$ cat src/rtl/sdm_sync_outp_buf.sv
// sdm_sync_outp_buf
//   Per-circuit output buffer for the synchronous SDM router. Each of the CN
//   virtual circuits has an independent PD-deep first-word-fall-through FIFO.
//   Every entry holds one flit plus its end-of-frame marker. The circuits share
//   no state, so a stall on one circuit never affects another.
//
//   PKT_MODE=0 : cut-through. A circuit presents a flit as soon as it holds one.
//   PKT_MODE=1 : frame store-and-forward. A circuit presents flits only once a
//                tail flit is buffered, or once its FIFO is full. The full-FIFO
//                release keeps frames longer than PD from deadlocking.
//
// Ports
//   clk     rising-edge clock
//   rst     asynchronous active-high reset
//   i_data  input flits, circuit c at [c*DW +: DW]
//   i_eof   tail-flit marker per circuit
//   i_vld   input valid per circuit
//   i_rdy   input ready per circuit (count < PD, low during reset)
//   o_data  output flits, same packing as i_data
//   o_eof   output tail marker per circuit
//   o_vld   output valid per circuit
//   o_rdy   downstream ready per circuit
//   fill    occupancy per circuit, circuit c at [c*CW +: CW]

module sdm_sync_outp_buf #(
  parameter int DW       = 16,
  parameter int PD       = 4,
  parameter int CN       = 2,
  parameter int PKT_MODE = 0,
  localparam int CW      = $clog2(PD + 1)
) (
  input  logic             clk,
  input  logic             rst,
  input  logic [CN*DW-1:0] i_data,
  input  logic [CN-1:0]    i_eof,
  input  logic [CN-1:0]    i_vld,
  output logic [CN-1:0]    i_rdy,
  output logic [CN*DW-1:0] o_data,
  output logic [CN-1:0]    o_eof,
  output logic [CN-1:0]    o_vld,
  input  logic [CN-1:0]    o_rdy,
  output logic [CN*CW-1:0] fill
);

  localparam int PW = (PD > 1) ? $clog2(PD) : 1;
  localparam logic [PW-1:0] PTR_LAST = PW'(PD - 1);
  localparam logic [CW-1:0] CNT_FULL = CW'(PD);

  for (genvar c = 0; c < CN; c++) begin : g_ch
    logic [DW:0]    mem [PD];
    logic [PW-1:0]  wr_ptr;
    logic [PW-1:0]  rd_ptr;
    logic [CW-1:0]  count;
    logic [CW-1:0]  eof_cnt;
    logic [DW:0]    head;
    logic           rdy;
    logic           vld;
    logic           push;
    logic           pop;
    logic           eof_in;
    logic           eof_out;

    // Ready comes only from the registered count; a pop in the same cycle
    // does not open a slot until the next cycle.
    assign rdy  = (count < CNT_FULL) & ~rst;
    assign head = mem[rd_ptr];

    if (PKT_MODE != 0) begin : g_pkt
      assign vld = (count != '0) & ((eof_cnt != '0) | (count == CNT_FULL));
    end else begin : g_cut
      assign vld = (count != '0);
    end

    assign push    = i_vld[c] & rdy;
    assign pop     = vld & o_rdy[c];
    assign eof_in  = push & i_eof[c];
    assign eof_out = pop & head[DW];

    // Flit storage carries no reset; an entry is only visible once counted.
    always_ff @(posedge clk) begin
      if (push) begin
        mem[wr_ptr] <= {i_eof[c], i_data[c*DW +: DW]};
      end
    end

    always_ff @(posedge clk or posedge rst) begin
      if (rst) begin
        wr_ptr  <= '0;
        rd_ptr  <= '0;
        count   <= '0;
        eof_cnt <= '0;
      end else begin
        if (push) begin
          wr_ptr <= (wr_ptr == PTR_LAST) ? '0 : wr_ptr + 1'b1;
        end
        if (pop) begin
          rd_ptr <= (rd_ptr == PTR_LAST) ? '0 : rd_ptr + 1'b1;
        end
        case ({push, pop})
          2'b10:   count <= count + 1'b1;
          2'b01:   count <= count - 1'b1;
          default: count <= count;
        endcase
        case ({eof_in, eof_out})
          2'b10:   eof_cnt <= eof_cnt + 1'b1;
          2'b01:   eof_cnt <= eof_cnt - 1'b1;
          default: eof_cnt <= eof_cnt;
        endcase
      end
    end

    assign i_rdy[c]              = rdy;
    assign o_vld[c]              = vld;
    assign o_data[c*DW +: DW]    = head[DW-1:0];
    // The marker is gated so that it reads 0 whenever nothing is presented.
    assign o_eof[c]              = head[DW] & vld;
    assign fill[c*CW +: CW]      = count;
  end

endmodule

$ cat config.mk
export PLATFORM = sky130hd
export DESIGN_NAME = sdm_sync_outp_buf
export DESIGN_NICKNAME = d
export VERILOG_FILES = /design/src/rtl/sdm_sync_outp_buf.sv
export SDC_FILE = /design/constraint.sdc
export NUM_CORES = 1
export LEC_CHECK = 0
export BUFFER_PORTS_ARGS = -buffer_cell sky130_fd_sc_hd__buf_2
export CAP_MARGIN = 40
export CORE_UTILIZATION = 45
export CTS_CLUSTER_SIZE = 10
export DETAILED_ROUTE_END_ITERATION = 10
export GPL_ROUTABILITY_DRIVEN = 0
export PLACE_DENSITY = 0.62
export SYNTH_ARGS = -nofsm -noshare
export SYNTH_HDL_FRONTEND = slang
export SYNTH_SLANG_ARGS = --single-unit
$ cat constraint.sdc
create_clock -name clk -period 2.4 [get_ports clk]
set_input_delay 0.12 -clock clk [delete_from_list [all_inputs] [get_ports clk]]
set_output_delay 0.12 -clock clk [all_outputs]
set_load 0.005 [all_outputs]
==> results by group, run 1 <==
Yosys
  • Leading area contributor after synthesis: edfxtp_1
  • Mapped Cells: between 200 and 300
  • Async SR Flop Fraction: about a tenth
  • Synth cell count leaders: 136 x edfxtp_1, 22 x mux4_2, 15 x inv_1, 14 x dfrtp_1
  • Yosys synthesis warning count: 0
  • Mapped cell area: 5890 um^2
  • Post-synth top flop: edfxtp_1
  • Syn Nets: 323
  • Most frequent cell after synthesis: edfxtp_1
  • Synth cell types: 21
  • Post-synth top area share: between 60% and 70%
  • Synthesis-stage register bit count: 150
  • Sequential fraction of the synthesis area: roughly three quarters
  • Top cells by area, synth: edfxtp_1 69%, mux4_2 8.4%, dfrtp_1 5.9%, mux4_1 5.4%, ha_1 2.5%
  • Count of flip-flops with a built-in enable after synthesis: 136
  • Synthesized area per cell: 21.9 um^2

Routing
  • # DRC: 0
  • DRT iter0 DRCs: roughly 180
  • Antenna Nets Post-Route: 0
  • Detailed-router iteration count before antenna repair: 4
  • Routed length per placed instance: between 15 and 20 um
  • Vias: 2912
  • Total Wirelength: between 9000 and 10000 um
  • Vias per inst: between 4 and 5

Floorplan
  • IO Count: between 80 and 90
  • Die area: 13600 um^2
  • Die Span Y: roughly 120 um
  • Starting Density: a little under half
  • Core Box Area: approximately 13000 um^2
  • Die W: 116 um
  • # rows: approximately 40

Clock tree
  • Clock root buffer: clkbuf_16
  • Worst-path clk slew: about 0.060 ns
  • CTS H-tree lvls: 4
  • CTS sink cnt: 150
  • Hold-fix buffers, CTS: 35
  • Cts bufs inserted: 17
  • Clock Tree Buf Depth: 2
  • Setup Fix Bufs, Post-CTS: 0
  • Worst skew pair latency: between 0.4 and 0.5 ns
  • CTS tree: yes
  • CTS resizes: 0

Critical path
  • Startpoint Class: flip-flop
  • WS Path Type: flip-flop to output port
  • Arrival @ worst endpoint: 2.07 ns
  • R2r setup slk: 0.52 ns
  • CP Max Fanout: 11
  • Worst r2r src: g_ch[0].count[2]
  • Reg2Reg Depth: 8
  • R2R Path End: g_ch[0].count[2]
  • Req. time, crit path: 2.28 ns
  • Crit. End Element: output port

GRT
  • Vias in the first global route: 2930
  • Global-route wire length before repair: 15200 um
  • GR Overflow Total: 0
  • Largest net degree at the start of global routing: 21
  • Initial antenna violation count: 0
  • Total track usage: 16.2%

Power and ir drop
  • Leakage power total: about 2.8 nW
  • Clock power frac: between 30% and 40%
  • Tot Pwr: about 8.0 mW
  • Sw Ratio: a little over a quarter
  • Internal power: about 5.8 mW
  • P per Cell Area: 1070 nW/um^2
  • Combinational power share: 26.3%
  • Sequential share of power: between 40% and 50%
  • Peak VDD IR: slightly above 0.6 mV
  • Net Sw Power: about 2.1 mW

STA
  • Period minus WS final: around 2.2 ns
  • # setup viols final: 0
  • Max-slew violations: 0
  • Unrepaired setup endpoints after global routing: no
  • Clock Skews: about 0.0065 ns
  • Worst-Margin Slew: between 0.5 and 0.6 ns
  • Worst slew margin: between 60% and 70%
  • Setup TNS: 0 ns
  • Fin crit share: about nine tenths
  • Fmax achieved: between 400 and 500 MHz
  • Final hold violations: 0

Layout
  • P&R area growth vs syn: 26.4%
  • Fill cell count: 982
  • Ratio of cells with drive above 1 in the final layout: ~37%
  • Design area: around 7400 um^2
  • Final nets: around 460
  • Final core utilization: between 50% and 60%
  • N_diodes: 0

Min path
  • Worst hold path type: primary input to flip-flop
  • Hold endpoint: g_ch[1].rd_ptr[0]
  • Hold Crit Start: o_rdy[1]
  • Hold path cells: 3

Outcome
  • Outcome: completed

Placed design
  • DPL Wire Length: 5920 um
  • Number of buffer cells added on primary ports: between 80 and 90
  • Placed cell area: 6530 um^2

Run
  • Max Cap Viol: 0
[metrics by stage]
stage	hold WS (ns)	cells	worst slack (ns)
2_1_floorplan	0.00922	269	0.604
3_3_place_gp	0.258	526	0.563
3_5_place_dp	0.261	526	0.516
4_1_cts	0.0381	593	0.141
5_1_grt	0.0486	593	0.0537
6_report	0.0522	593	0.207
[how the worst max path moves through the flow]
stage | startpoint | endpoint | slack (ns) | cells after the start
final | g_ch[0].rd_ptr[0] | o_eof[0] | 0.21 | 3
after global routing | g_ch[0].rd_ptr[0] | o_data[5] | 0.05 | 3
after CTS | g_ch[0].rd_ptr[0] | o_data[8] | 0.14 | 3
after detailed placement | g_ch[0].count[2] | g_ch[0].count[2] | 0.52 | 8
after global placement | g_ch[0].count[0] | g_ch[0].count[2] | 0.56 | 9
after floorplan | g_ch[0].count[0] | g_ch[0].count[2] | 0.60 | 9
[state kept, by name, summed over array words and instances, names as in the netlist]
| register | cells |
|---|---|
| g_ch.rd_ptr | 4 |
| g_ch.mem | 136 |
| g_ch.wr_ptr | 4 |
| g_ch.count | 6 |
[power groups by stage]
stage               clock [mW]  combinational [mW]  sequential [mW]
finish                    2.53                2.09             3.33
global route              2.70                2.33             3.37
CTS                       2.59                2.15             3.34
detailed placement           0                2.10             3.39
global placement             0                2.08             3.38
floorplan                    0                1.44             3.33
[logic make-up after synthesis]
group	share of synthesized area, %
xor gates and xnor gates	0.892
DFF	75.3
buffers and inverters	2.57
muxes	14.9
AOI/OAI and AO/OA	0.340
adders and majority gates	3.23
and+or+nand+nor	2.85
[placed cells by master, fill, tap and decap left out, types with 8 or more instances in the layout]
master / Yosys / routed
and2_1: 10 / 10
buf_2: 4 / 83
buf_4: 4 / 14
clkbuf_16: 0 / 17
dfrtp_1: 14 / 14
dlygate4sd3_1: 0 / 35
edfxtp_1: 136 / 136
ha_1: 12 / 12
inv_1: 15 / 15
mux4_1: 12 / 12
mux4_2: 22 / 22
nor2_1: 8 / 8
[critical path, stage by stage (launching register included)]
cell and delay (ns):
dfrtp_1 0.72, mux4_2 0.60, and2_1 0.20, buf_2 0.14
[layer usage]
layer | track usage, % | share of wire (%) | vias to the layer above
met2 | 26.6 | 52 | 72
li1 | - | - | 1351
met4 | 8.21 | 1.8 | 0
met3 | 5.86 | 5.7 | 15
met5 | 0 | 0 | -
met1 | 18.9 | 41 | 1474
[layout make-up]
type                            instances  area, um^2  share of cell area [%]
Clock inverter                         12         128                    1.71
Timing Repair Buffer                  132         871                    11.7
Tap cell                              172         215                    2.89
Clock buffer                           20         437                    5.86
Sequential cell                       150        4430                    59.5
Multi-Input combinational cell         92        1310                    17.5
Inverter                               15        56.3                   0.756
Power figures use the tool's default switching activity.
==> inputs of run 2 (changes only) <==
CORE_UTILIZATION = 30   (was 45)
PLACE_DENSITY = 0.44   (was 0.62)
==> results by group, run 2 (synthesis gave the netlist of run 1 again) <==
Outcome
  • Outcome: completed (unchanged)

Critical path
  • WS Path Type: flip-flop to output port (unchanged)
  • Crit. Startpoint: g_ch[1].rd_ptr[0] (was g_ch[0].rd_ptr[0])
  • Crit. End Element: output port (unchanged)
  • Worst path cell trace: buf_12 > mux4_1 > buf_2 (was mux4_2 > and2_1 > buf_2)
  • CP Max Fanout: 15 (was 11)
  • Arrival @ worst endpoint: 1.94 ns (was 2.07 ns)
  • Worst r2r src: g_ch[1].count[0] (was g_ch[0].count[2])
  • Startpoint Class: flip-flop (unchanged)
  • Req. time, crit path: 2.28 ns (about the same)
  • Slowest cell on crit path: dfrtp_1 (unchanged)
  • CP max stage delay: 0.57 ns (was 0.72 ns)

Routing
  • Vias per inst: 4.28 (was 4.91)
  • Top layer in use: met4 (unchanged)
  • Vias: 2922 (was 2912)
  • Antenna Nets Post-Route: 0 (unchanged)
  • DRT iter0 DRCs: 130 (was 177)
  • M1 WL: 4800 um (was 4050 um)
  • Total Wirelength: 10900 um (was 9930 um)
  • Metal3 WL: 601 um (was 564 um)
  • Detailed-router iteration count before antenna repair: 4 (unchanged)
  • # DRC: 0 (unchanged)
  • Routed length per placed instance: 16.0 um (was 16.8 um)
  • Met2 wire len: 5330 um (was 5140 um)

STA
  • Unrepaired setup endpoints after global routing: no (unchanged)
  • Hold_ws: 0.0582 ns (was 0.0522 ns)
  • Final worst slack: 0.342 ns (was 0.207 ns)
  • Worst slew margin: 60.6% (was 60.3%)
  • Setup TNS: 0 ns (unchanged)
  • # setup viols final: 0 (unchanged)
  • Worst-Margin Slew: 0.590 ns (was 0.595 ns)
  • Period minus WS final: 2.06 ns (was 2.19 ns)
  • Final hold violations: 0 (unchanged)
  • Clock Skews: 0.00979 ns (was 0.00648 ns)
  • Fmax achieved: 486 MHz (was 456 MHz)
  • Fin crit share: 85.7% (was 91.4%)
  • Max-slew violations: 0 (unchanged)

Layout
  • Ratio of cells with drive above 1 in the final layout: 37.9% (was 37.1%)
  • N_diodes: 0 (unchanged)
  • Most common cell after layout, fill and taps aside: edfxtp_1 (unchanged)
  • Most frequent cells in the layout: 136 x edfxtp_1, 83 x buf_2, 35 x dlygate4sd3_1, 22 x mux4_2, 17 x clkbuf_16 (unchanged)
  • Final nets: 463 (was 462)
  • Max FFs per register: 136 (unchanged)
  • Largest reg by FF count: g_ch.mem (unchanged)
  • P&R area growth vs syn: 29.3% (was 26.4%)
  • Largest regs: g_ch.mem: 136 flops, g_ch.count: 6 flops (unchanged)
  • Design area: 7620 um^2 (was 7450 um^2)

Floorplan
  • IO Count: 84 (unchanged)
  • Starting Density: 31.1% (was 46.5%)
  • # rows: 50 (was 41)
  • Die Span Y: 142 um (was 116 um)
  • Die area: 20200 um^2 (was 13600 um^2)
  • Core Box Area: 19000 um^2 (was 12700 um^2)
  • Die W: 142 um (was 116 um)

Placed design
  • Post-place setup slack: 0.507 ns (was 0.516 ns)
  • Number of buffer cells added on primary ports: 83 (unchanged)
  • DPL Wire Length: 6810 um (was 5920 um)
  • Placed cell area: 6680 um^2 (was 6530 um^2)

Clock tree
  • CTS sink cnt: 150 (unchanged)
  • CTS H-tree lvls: 4 (unchanged)
  • Worst skew pair latency: 0.41 ns (was 0.42 ns)
  • CTS tree: yes (unchanged)
  • Setup Fix Bufs, Post-CTS: 0 (unchanged)
  • Clock Tree Buf Depth: 2 (unchanged)
  • Cts bufs inserted: 17 (unchanged)
  • CTS resizes: 0 (unchanged)
  • Worst-path clk slew: 0.06 ns (about the same)
  • Clock root buffer: clkbuf_16 (unchanged)

Power and ir drop
  • P per Cell Area: 1070 nW/um^2 (about the same)
  • Leakage power total: 2.80 nW (was 2.77 nW)
  • Peak VDD IR: 0.522 mV (was 0.604 mV)

GRT
  • GR Overflow Total: 0 (unchanged)
  • Vias in the first global route: 3180 (was 2930)
  • Global-route wire length before repair: 17300 um (was 15200 um)
  • Total track usage: 11.9% (was 16.2%)
  • Largest net degree at the start of global routing: 18 (was 21)
  • Initial antenna violation count: 0 (unchanged)

Min path
  • Worst hold path type: primary input to flip-flop (unchanged)
  • Hold Crit Start: o_rdy[0] (was o_rdy[1])

Run
  • Max Cap Viol: 0 (unchanged)
==> run 2: cell types whose count changed in the layout (fill, tap and decap cells not counted), moves of 2 or more <==
cell and change:
inv_6 +2, inv_8 +3, buf_12 +2, clkinv_2 -2
clkbuf_1 -2
==> run 2: what timing repair did <==
item | in CTS | in global routing
hold endpoints to repair | 150 | 0
setup endpoints to repair | 0 | 0
hold buffers | 35 | 0
==> run 2: layer usage <==
| metal | vias to the layer above | global-route usage (%) |
|---|---|---|
| met5 | - | 0 |
| met4 | 0 | 4.75 |
| met3 | 12 | 4.34 |
| met2 | 72 | 19.5 |
| met1 | 1479 | 14.1 |
| li1 | 1359 | - |
==> run 2: area by class of cell <==
type                    count  area (um^2)
inverters                  15         56.3
well taps                 260          325
flip-flops and latches    150         4430
fillers                  1760        11300
clock buffers              18          429
multi-input cells          92         1310
clock inverters            14          165
repair buffers            133          903
==> run 2: final timing paths <==
kind	endpoint	slack [ns]	cells past startpoint
min in group asynchronous	g_ch[0].wr_ptr[1]	0.38	3
worst min-delay path	g_ch[0].rd_ptr[0]	0.06	3
max in group asynchronous	g_ch[0].rd_ptr[1]	1.64	3
worst max register to register	g_ch[1].count[2]	0.49	9
worst max-delay path	o_data[19]	0.34	3
worst min register to register	g_ch[1].count[0]	0.52	1
==> run 2: power breakdown <==
| group | internal, mW | switching [mW] | total [mW] |
|---|---|---|---|
| Clock | 1.56 | 1.09 | 2.65 |
| Combinational | 1.18 | 0.955 | 2.14 |
| Sequential | 3.15 | 0.228 | 3.38 |
| Total | 5.90 | 2.27 | 8.17 |
==> run 2: per-stage QoR <==
step,instances,power [mW],utilization [%]
after floorplan,269,4.76,-
after detailed placement,615,5.60,35.2
after global placement,615,5.57,35.2
after CTS,682,8.33,40.2
final,682,8.17,40.2
after global routing,682,8.66,40.2
==> run 2: critical path, delay by kind of cell (launching register included) <==
family   cells  cell delay (ns)
flops        1             0.57
mux          1             0.57
buf+inv      2             0.36
